File: src/rtl/mult_div_unit.sv
// Iterative HI/LO multiply/divide unit: shift-add multiply, restoring divide.
// Holds the architectural HI/LO registers and accepts MTHI/MTLO writes.
module mult_div_unit #(
    parameter int XLEN = 32,
    parameter int CW   = 6
) (
    input  logic            clk,
    input  logic            rst_b,
    input  logic            start,
    input  logic [1:0]      op,
    input  logic [XLEN-1:0] rs_data,
    input  logic [XLEN-1:0] rt_data,
    input  logic            abort,
    input  logic            hi_we,
    input  logic            lo_we,
    input  logic [XLEN-1:0] wdata,
    output logic            busy,
    output logic            done,
    output logic [XLEN-1:0] hi,
    output logic [XLEN-1:0] lo
);

    typedef enum logic [1:0] {
        IDLE = 2'd0,
        RUN  = 2'd1,
        FIX  = 2'd2,
        DONE = 2'd3
    } state_t;

    state_t state_q, state_d;

    logic [CW-1:0]     cnt_q, cnt_d;
    logic              is_div_q, is_div_d;
    logic              neg_res_q, neg_res_d;
    logic              neg_a_q, neg_a_d;
    logic              dz_q, dz_d;
    logic [XLEN-1:0]   b_q, b_d;
    logic [XLEN-1:0]   hi_q, hi_d;
    logic [XLEN-1:0]   lo_q, lo_d;
    logic [2*XLEN-1:0] prod_q, prod_d;

    logic              op_signed;
    logic              sgn_a, sgn_b;
    logic [XLEN-1:0]   abs_a, abs_b;
    logic [XLEN:0]     add_sum;
    logic [XLEN:0]     rem_sh;
    logic [XLEN:0]     diff;
    logic [2*XLEN-1:0] mul_step, div_step, prod_fix;
    logic [XLEN-1:0]   quo, rem, quo_fix, rem_fix;

    // Operand conditioning: magnitudes and signs for signed ops.
    always_comb begin
        op_signed = ~op[0];
        sgn_a     = op_signed & rs_data[XLEN-1];
        sgn_b     = op_signed & rt_data[XLEN-1];
        abs_a     = sgn_a ? -rs_data : rs_data;
        abs_b     = sgn_b ? -rt_data : rt_data;
    end

    // One iteration of each algorithm plus the final sign fix-up.
    // Multiply: upper half accumulates, multiplier shifts out of the low end.
    // Divide: upper half is the remainder, quotient bits shift in at bit 0.
    always_comb begin
        add_sum  = {1'b0, prod_q[2*XLEN-1:XLEN]}
                 + (prod_q[0] ? {1'b0, b_q} : '0);
        mul_step = {add_sum, prod_q[XLEN-1:1]};
        rem_sh   = {prod_q[2*XLEN-1:XLEN], prod_q[XLEN-1]};
        diff     = rem_sh - {1'b0, b_q};
        div_step = {diff[XLEN] ? rem_sh[XLEN-1:0] : diff[XLEN-1:0],
                    prod_q[XLEN-2:0], ~diff[XLEN]};
        prod_fix = neg_res_q ? -prod_q : prod_q;
        quo      = prod_q[XLEN-1:0];
        rem      = prod_q[2*XLEN-1:XLEN];
        // A zero divisor yields an all-ones quotient regardless of sign.
        quo_fix  = (neg_res_q && !dz_q) ? -quo : quo;
        rem_fix  = neg_a_q ? -rem : rem;
    end

    // Next-state and datapath update.
    always_comb begin
        state_d   = state_q;
        cnt_d     = cnt_q;
        is_div_d  = is_div_q;
        neg_res_d = neg_res_q;
        neg_a_d   = neg_a_q;
        dz_d      = dz_q;
        b_d       = b_q;
        prod_d    = prod_q;
        hi_d      = hi_q;
        lo_d      = lo_q;
        unique case (state_q)
            IDLE: begin
                if (hi_we) hi_d = wdata;
                if (lo_we) lo_d = wdata;
                if (start && !abort) begin
                    is_div_d  = op[1];
                    neg_res_d = sgn_a ^ sgn_b;
                    neg_a_d   = sgn_a;
                    dz_d      = (rt_data == '0);
                    cnt_d     = CW'(XLEN - 1);
                    if (op[1]) begin
                        b_d    = abs_b;
                        prod_d = {{XLEN{1'b0}}, abs_a};
                    end else begin
                        b_d    = abs_a;
                        prod_d = {{XLEN{1'b0}}, abs_b};
                    end
                    state_d = RUN;
                end
            end
            RUN: begin
                if (abort) begin
                    state_d = IDLE;
                end else begin
                    prod_d = is_div_q ? div_step : mul_step;
                    cnt_d  = cnt_q - CW'(1);
                    if (cnt_q == '0) state_d = FIX;
                end
            end
            FIX: begin
                if (abort) begin
                    state_d = IDLE;
                end else begin
                    if (is_div_q) begin
                        hi_d = rem_fix;
                        lo_d = quo_fix;
                    end else begin
                        hi_d = prod_fix[2*XLEN-1:XLEN];
                        lo_d = prod_fix[XLEN-1:0];
                    end
                    state_d = DONE;
                end
            end
            DONE: state_d = IDLE;
            default: state_d = IDLE;
        endcase
    end

    // State and register file for the unit.
    always_ff @(posedge clk or negedge rst_b) begin
        if (!rst_b) begin
            state_q   <= IDLE;
            cnt_q     <= '0;
            is_div_q  <= 1'b0;
            neg_res_q <= 1'b0;
            neg_a_q   <= 1'b0;
            dz_q      <= 1'b0;
            b_q       <= '0;
            prod_q    <= '0;
            hi_q      <= '0;
            lo_q      <= '0;
        end else begin
            state_q   <= state_d;
            cnt_q     <= cnt_d;
            is_div_q  <= is_div_d;
            neg_res_q <= neg_res_d;
            neg_a_q   <= neg_a_d;
            dz_q      <= dz_d;
            b_q       <= b_d;
            prod_q    <= prod_d;
            hi_q      <= hi_d;
            lo_q      <= lo_d;
        end
    end

    assign busy = (state_q != IDLE);
    assign done = (state_q == DONE);
    assign hi   = hi_q;
    assign lo   = lo_q;

endmodule

File: config.mk
export PLATFORM = sky130hd
export DESIGN_NAME = mult_div_unit
export DESIGN_NICKNAME = d
export VERILOG_FILES = /design/src/rtl/mult_div_unit.sv
export SDC_FILE = /design/constraint.sdc
export NUM_CORES = 1
export LEC_CHECK = 0
export BUFFER_PORTS_ARGS = -buffer_cell sky130_fd_sc_hd__buf_2
export CORE_MARGIN = 1.5
export CORE_UTILIZATION = 52
export DETAILED_ROUTE_END_ITERATION = 10
export PLACE_DENSITY = 0.72
export SLEW_MARGIN = 40
export SYNTH_ARGS = -nofsm -noshare
export SYNTH_HDL_FRONTEND = slang
export SYNTH_SLANG_ARGS = --single-unit
export TNS_END_PERCENT = 50
File: constraint.sdc
create_clock -name clk -period 4.28 [get_ports clk]
set_input_delay 0.856 -clock clk [delete_from_list [all_inputs] [get_ports clk]]
set_output_delay 0.856 -clock clk [all_outputs]
set_load 0.05 [all_outputs]
==> metrics, run 1 <==
Initial Utilization 53.2%; YS warnings 0; grt ovf 0; Period minus WS final 3.90 ns; vias 15600; placed cell count 2464; top cells by area, synth dfrtp_1, nor2_1, a21oi_1, ha_1, xnor2_1; EDFF count, synth 0; fmax 0.256 GHz; Relative slew margins 46.1%; # setup viols final 0; Tcrit/Tclk final 91.2%; busiest layer in global routing met2; status finished, final reports clean; Avg Inst Size Synth 7.72 um2; maximum level of the CTS H-tree 4; # IOs 170; ys async rst share 100%; largest fanout on the critical path 16; first-pass GRT wire length 81500 um; RSZ-0062 raised after global routing no; Post-CTS Hold Buffers 0; die width 175 um; Syn Std Cell Area 0.0153 mm2; 1st-iter DRT viols 1682; post-synthesis sequential element count 172; area growth from synthesis to layout 11.6%; cts bufs inserted 17; Clock Skew 0.0114 ns; Cells after Synth 1987; Hold WC Path Type in2async; final hold vios 0; Max Cap Violations 0; largest net degree at the start of global routing 87; antenna cells 0; vias in the first global route 14300; Yosys top cell by area dfrtp_1; Seq/Total Area, Yosys 28.0%; crit start category flip-flop; CP Data Required Time 4.63 ns; met3 usage in global routing 5.03%; worst skew pair latency 0.46 ns; final net count 2275; Leak 7.65 nW; Routability Congestion 0.947; Antenna Nets Post-Route 0; area of the multi-input gates 0.0103 mm2; Remaining DRCs 0; Cell Pwr Density 797 mW/mm2; synthesized net count 2163; synth unique cells 99; Pre-antenna DRT Iters 5; commonest non-fill, non-tap cell in the layout nor2_1; worst slew pin tran 0.808 ns; root buffer cell clkbuf_16; clock tree buffer depth 2; Std-Cell Rows 62; Worst Setup Path Type reg2reg; initial antenna violation count 0; post-CTS setup buffers 0; core area 0.0289 mm2; maximum vdd ir drop 0.000409 V; Post-CTS Resized 0; PortBufs 169; share of cells above drive strength 1 14.6%; sequential cell area 0.00431 mm2; commonest non-fill, non-tap cells in the layout nor2_1, nand2_1, a21oi_1; clock slew at reported path FFs 0.08 ns; Arr. time, crit path 4.25 ns; Crit. End Element flip-flop; met1 usage 47.7%; Most used DFF post-synth dfrtp_1; Max Slew Vio Count 0; FILL cells 2729; die area 0.0306 mm2; top cell type's share of synthesized area 28.0%; vias per std cell 6.25; Wirelength per Cell 21.3 um; Post-Route Setup TNS 0 ns; dpl hpwl 41600 um; All-Layer GR Usage 34.4%; TritonCTS clock tree built; Die Y-Extent 175 um; final std cells w/o fill 2496; final WL 53200 um; clock sink count 172; met2 Resource Use GR 54.1%
cell type report:
class | instances | area share (%)
multi-input combinational | 1625 | 59.9
sequential | 172 | 25.1
timing repair buffer | 217 | 7.24
tap | 384 | 2.80
clock buffer | 18 | 2.51
inverter | 66 | 1.45
clock inverter | 14 | 0.993
per-layer routing:
layer	up-vias	wire length, um
met1	7388	22900
met2	795	23700
met3	101	4850
li1	7308	-
met4	0	1740
met5	-	0
power breakdown:
part	internal (W)	switching, W	leakage [nW]	total [W]
Sequential	0.00230	0.000790	2.10	0.00309
Combinational	0.00309	0.00587	5.26	0.00895
Clock	0.000791	0.000815	0.291	0.00161
cells in the mapped netlist, drive strengths merged, types with 15 or more instances:
cell and count:
ha 70, o31ai 72, dfrtp 172, nor2 268, inv 65, a21o 25
clkbuf 102, a211oi 19, nor3 48, nand3 26, xor2 77, a21oi 185
mux2i 65, xnor2 94, nand2b 27, a31oi 24, or4 15, o211ai 23
buf 22, or3 16, o21ai 169, nand2 209
through the flow:
step	hold slack [ns]	setup WS, ns	instance area, um2	utilization [%]	total power, W
global placement	0.454	0.610	16500	57.2	0.0117
global route	0.490	0.216	17100	59.4	0.0145
CTS	0.477	0.494	17100	59.3	0.0135
finish	0.450	0.377	17100	59.4	0.0137
floorplan	0.444	0.967	15300	-	0.00943
detailed placement	0.462	0.513	16500	57.2	0.0118
kinds of logic (layout without fill, tap and decap cells):
logic type                 after synthesis  count (layout)  synth area share, %
and+or+nand+nor                        706             706                 21.4
AOI/OAI and AO/OA                      604             604                 24.7
buffers and inverters                  190             315                 5.37
DFF                                    172             172                 28.0
xor gates and xnor gates               171             171                 9.76
adders and majority gates               72              72                 5.97
muxes                                   72              72                 4.75
worst max-delay path, stage by stage, from the launching register on:
cell      delay (ns)
dfrtp_1         0.42
inv_1           0.15
ha_1            0.21
fa_1            0.21
nand2b_1        0.15
a21oi_1         0.14
o211a_1         0.32
o211ai_1        0.45
nand4_2         0.20
a21oi_4         0.45
or2_1           0.51
buf_4           0.26
nand2_1         0.06
a311oi_1        0.26
state kept, by name (all words and copies together), names as in the netlist:
name,cells
lo,32
neg_res_q,1
is_div_q,1
state_q,2
neg_a_q,1
hi,32
dz_q,1
cnt_q,6
prod_q,64
b_q,32
final timing paths:
path                                           to                   start  cells after the start  slack [ns]
max                        prod_q[57]$_DFFE_PN0P_  prod_q[31]$_DFFE_PN0P_                     13        0.38
min                            hi[21]$_DFFE_PN0P_                   rst_b                      1        0.45
max reg2reg                prod_q[57]$_DFFE_PN0P_  prod_q[31]$_DFFE_PN0P_                     13        0.38
min reg2reg                    hi[19]$_DFFE_PN0P_      hi[19]$_DFFE_PN0P_                      2        0.48
max in group asynchronous        dz_q$_DFFE_PN0P_                   rst_b                      2        2.97
min in group clk               hi[19]$_DFFE_PN0P_      hi[19]$_DFFE_PN0P_                      2        0.48
Note: power is estimated with default switching activity, not from simulation.
==> run 2, diff against run 1 <==
--- a/config.mk
+++ b/config.mk
@@ -6,10 +6,13 @@
 export NUM_CORES = 1
 export LEC_CHECK = 0
 export BUFFER_PORTS_ARGS = -buffer_cell sky130_fd_sc_hd__buf_2
+export CELL_PAD_IN_SITES_DETAIL_PLACEMENT = 1
+export CELL_PAD_IN_SITES_GLOBAL_PLACEMENT = 2
 export CORE_MARGIN = 1.5
-export CORE_UTILIZATION = 52
+export CORE_UTILIZATION = 35
 export DETAILED_ROUTE_END_ITERATION = 10
-export PLACE_DENSITY = 0.72
+export PLACE_DENSITY_LB_ADDON = 0.1
+export RECOVER_POWER = 25
 export SLEW_MARGIN = 40
 export SYNTH_ARGS = -nofsm -noshare
 export SYNTH_HDL_FRONTEND = slang
==> metrics, run 2 (synthesis gave the netlist of run 1 again) <==
dpl hpwl 50200 um (+21%); # setup viols final 0 (unchanged); final hold vios 0 (unchanged); core area 0.0432 mm2 (+50%); maximum vdd ir drop 0.000356 V (-13%); Max Cap Violations 2 (+2); # IOs 170 (unchanged); Period minus WS final 3.88 ns (-0.0217 ns); die area 0.0451 mm2 (+48%); Tcrit/Tclk final 90.7% (-0.51 points); Cell Pwr Density 809 mW/mm2 (+1.5%); 1st-iter DRT viols 941 (-44%); vias in the first global route 15300 (+7.3%); clock slew at reported path FFs 0.07 ns (about the same); Worst Setup Path Type reg2reg; first-pass GRT wire length 95100 um (+17%); grt ovf 0 (unchanged); vias per std cell 5.63 (-9.8%); Post-Route Setup TNS 0 ns (unchanged); largest fanout on the critical path 16 (unchanged); CP Data Required Time 4.61 ns (-0.02 ns); Hold WC Path Type reg2reg; worst slew pin tran 2.00 ns (+1.19 ns); vias 15200 (-2.4%); final WL 62800 um (+18%); placed cell count 2669 (+8.3%); worst skew pair latency 0.49 ns (+0.03 ns); maximum level of the CTS H-tree 4 (unchanged); Wirelength per Cell 23.2 um (+9.0%); final std cells w/o fill 2701 (+8.2%); metal2 WL 27900 um (+17%); Largest register FFs 64 (unchanged); Post-CTS Hold Buffers 0 (unchanged); commonest non-fill, non-tap cell in the layout nor2_1; Arr. time, crit path 4.21 ns (-0.04 ns); Max Slew Vio Count 94 (+94); RSZ-0062 raised after global routing no; Crit. End Element flip-flop; area growth from synthesis to layout 13.7%; fmax 0.258 GHz (+0.56%); TritonCTS clock tree built; Relative slew margins -33.2% (-79 points); Pre-antenna DRT Iters 5 (unchanged); clock sink count 172 (unchanged); All-Layer GR Usage 28.2% (-6.2 points); Remaining DRCs 0 (unchanged); Leak 7.68 nW (+0.32%); Die Y-Extent 212 um (+22%); root buffer cell clkbuf_16; Routability Congestion 0.920 (-2.9%); routed wl met3 2570 um (-47%); post-CTS setup buffers 0 (unchanged); DP Worst Slack 0.446 ns (-0.0667 ns); final net count 2279 (+0.18%); met1 wire length 30700 um (+34%); Antenna Nets Post-Route 0 (unchanged); commonest non-fill, non-tap cells in the layout nor2_1, nand2_1, a21oi_1; status finished with violations; Most flops, register prod_q; Initial Utilization 35.5% (-18 points); PortBufs 169 (unchanged); failing checks max-capacitance violations, max-slew violations; top layer reached by signal wires met5; FILL cells 5400 (+98%); Clock Skew 0.0158 ns (+0.00440 ns); die width 212 um (+22%); crit start category flip-flop; clock tree buffer depth 2 (unchanged); share of cells above drive strength 1 14.8% (+0.21 points); Std-Cell Rows 76 (+23%); Post-CTS Resized 0 (unchanged); setup ws final 0.399 ns (+0.0217 ns); antenna cells 0 (unchanged); largest net degree at the start of global routing 67 (-23%); cts bufs inserted 17 (unchanged); initial antenna violation count 1 (+1)
## run 2: cell types whose count changed in the layout (fill, tap and decap cells not counted), moves of 2 or more
cell | before | now
inv_6 | 3 | 5
clkinv_8 | 5 | 3
clkinv_4 | 2 | 0
nand2_1 | 209 | 207
nand2_2 | 0 | 2
bufinv_16 | 0 | 2
clkbuf_1 | 1 | 3
## run 2: cell type report
class | instances | area, um2 | share of cell area [%]
Multi-Input combinational cell | 1625 | 10300 | 58.9
Sequential cell | 172 | 4310 | 24.7
Timing Repair Buffer | 221 | 1270 | 7.28
Tap cell | 585 | 732 | 4.19
Clock buffer | 17 | 425 | 2.44
Inverter | 66 | 248 | 1.42
Clock inverter | 15 | 199 | 1.14
## run 2: layer usage
metal  up-vias  track usage [%]
met1      7527             40.0
met4         2             8.83
li1       7317                -
met3        55             4.36
met2       317             43.6
met5         -                0
## run 2: worst paths after layout
| check | from | endpoint | slack (ns) | cells past startpoint |
|---|---|---|---|---|
| min | hi[31]$_DFFE_PN0P_ | hi[31]$_DFFE_PN0P_ | 0.47 | 2 |
| min in group asynchronous | rst_b | lo[25]$_DFFE_PN0P_ | 0.90 | 1 |
| max reg2reg | prod_q[0]$_DFFE_PN0P_ | prod_q[57]$_DFFE_PN0P_ | 0.40 | 11 |
| max | prod_q[0]$_DFFE_PN0P_ | prod_q[57]$_DFFE_PN0P_ | 0.40 | 11 |
| min reg2reg | hi[31]$_DFFE_PN0P_ | hi[31]$_DFFE_PN0P_ | 0.47 | 2 |
| max in group asynchronous | rst_b | lo[6]$_DFFE_PN0P_ | 1.15 | 2 |
## run 2: power by group
part / leakage [nW] / internal [W] / total (W) / switching [W]
logic: 5.28 / 0.00315 / 0.00926 / 0.00611
registers: 2.10 / 0.00230 / 0.00315 / 0.000847
clock network: 0.303 / 0.000893 / 0.00171 / 0.000821
total: 7.68 / 0.00634 / 0.0141 / 0.00778
## run 2: through the flow
stage / total power [W] / hold slack (ns) / utilization (%) / instance area, um2
final: 0.0141 / 0.473 / 40.4 / 17400
after global routing: 0.0151 / 0.501 / 40.4 / 17400
after CTS: 0.0141 / 0.395 / 40.5 / 17500
after detailed placement: 0.0123 / 0.462 / 39.0 / 16800
after global placement: 0.0122 / 0.455 / 38.9 / 16800
after floorplan: 0.00943 / 0.444 / - / 15300
## run 2: critical path, cell delays in order (launching register included)
cell and delay [ns]:
dfrtp_1 0.37, inv_1 0.50, nor2_1 0.12, ha_1 0.39
a2111o_1 0.38, o21ai_0 0.26, o21ai_0 0.24, a31oi_1 0.57
o22ai_1 0.26, mux2i_1 0.16, a2111oi_0 0.39, a311oi_1 0.08
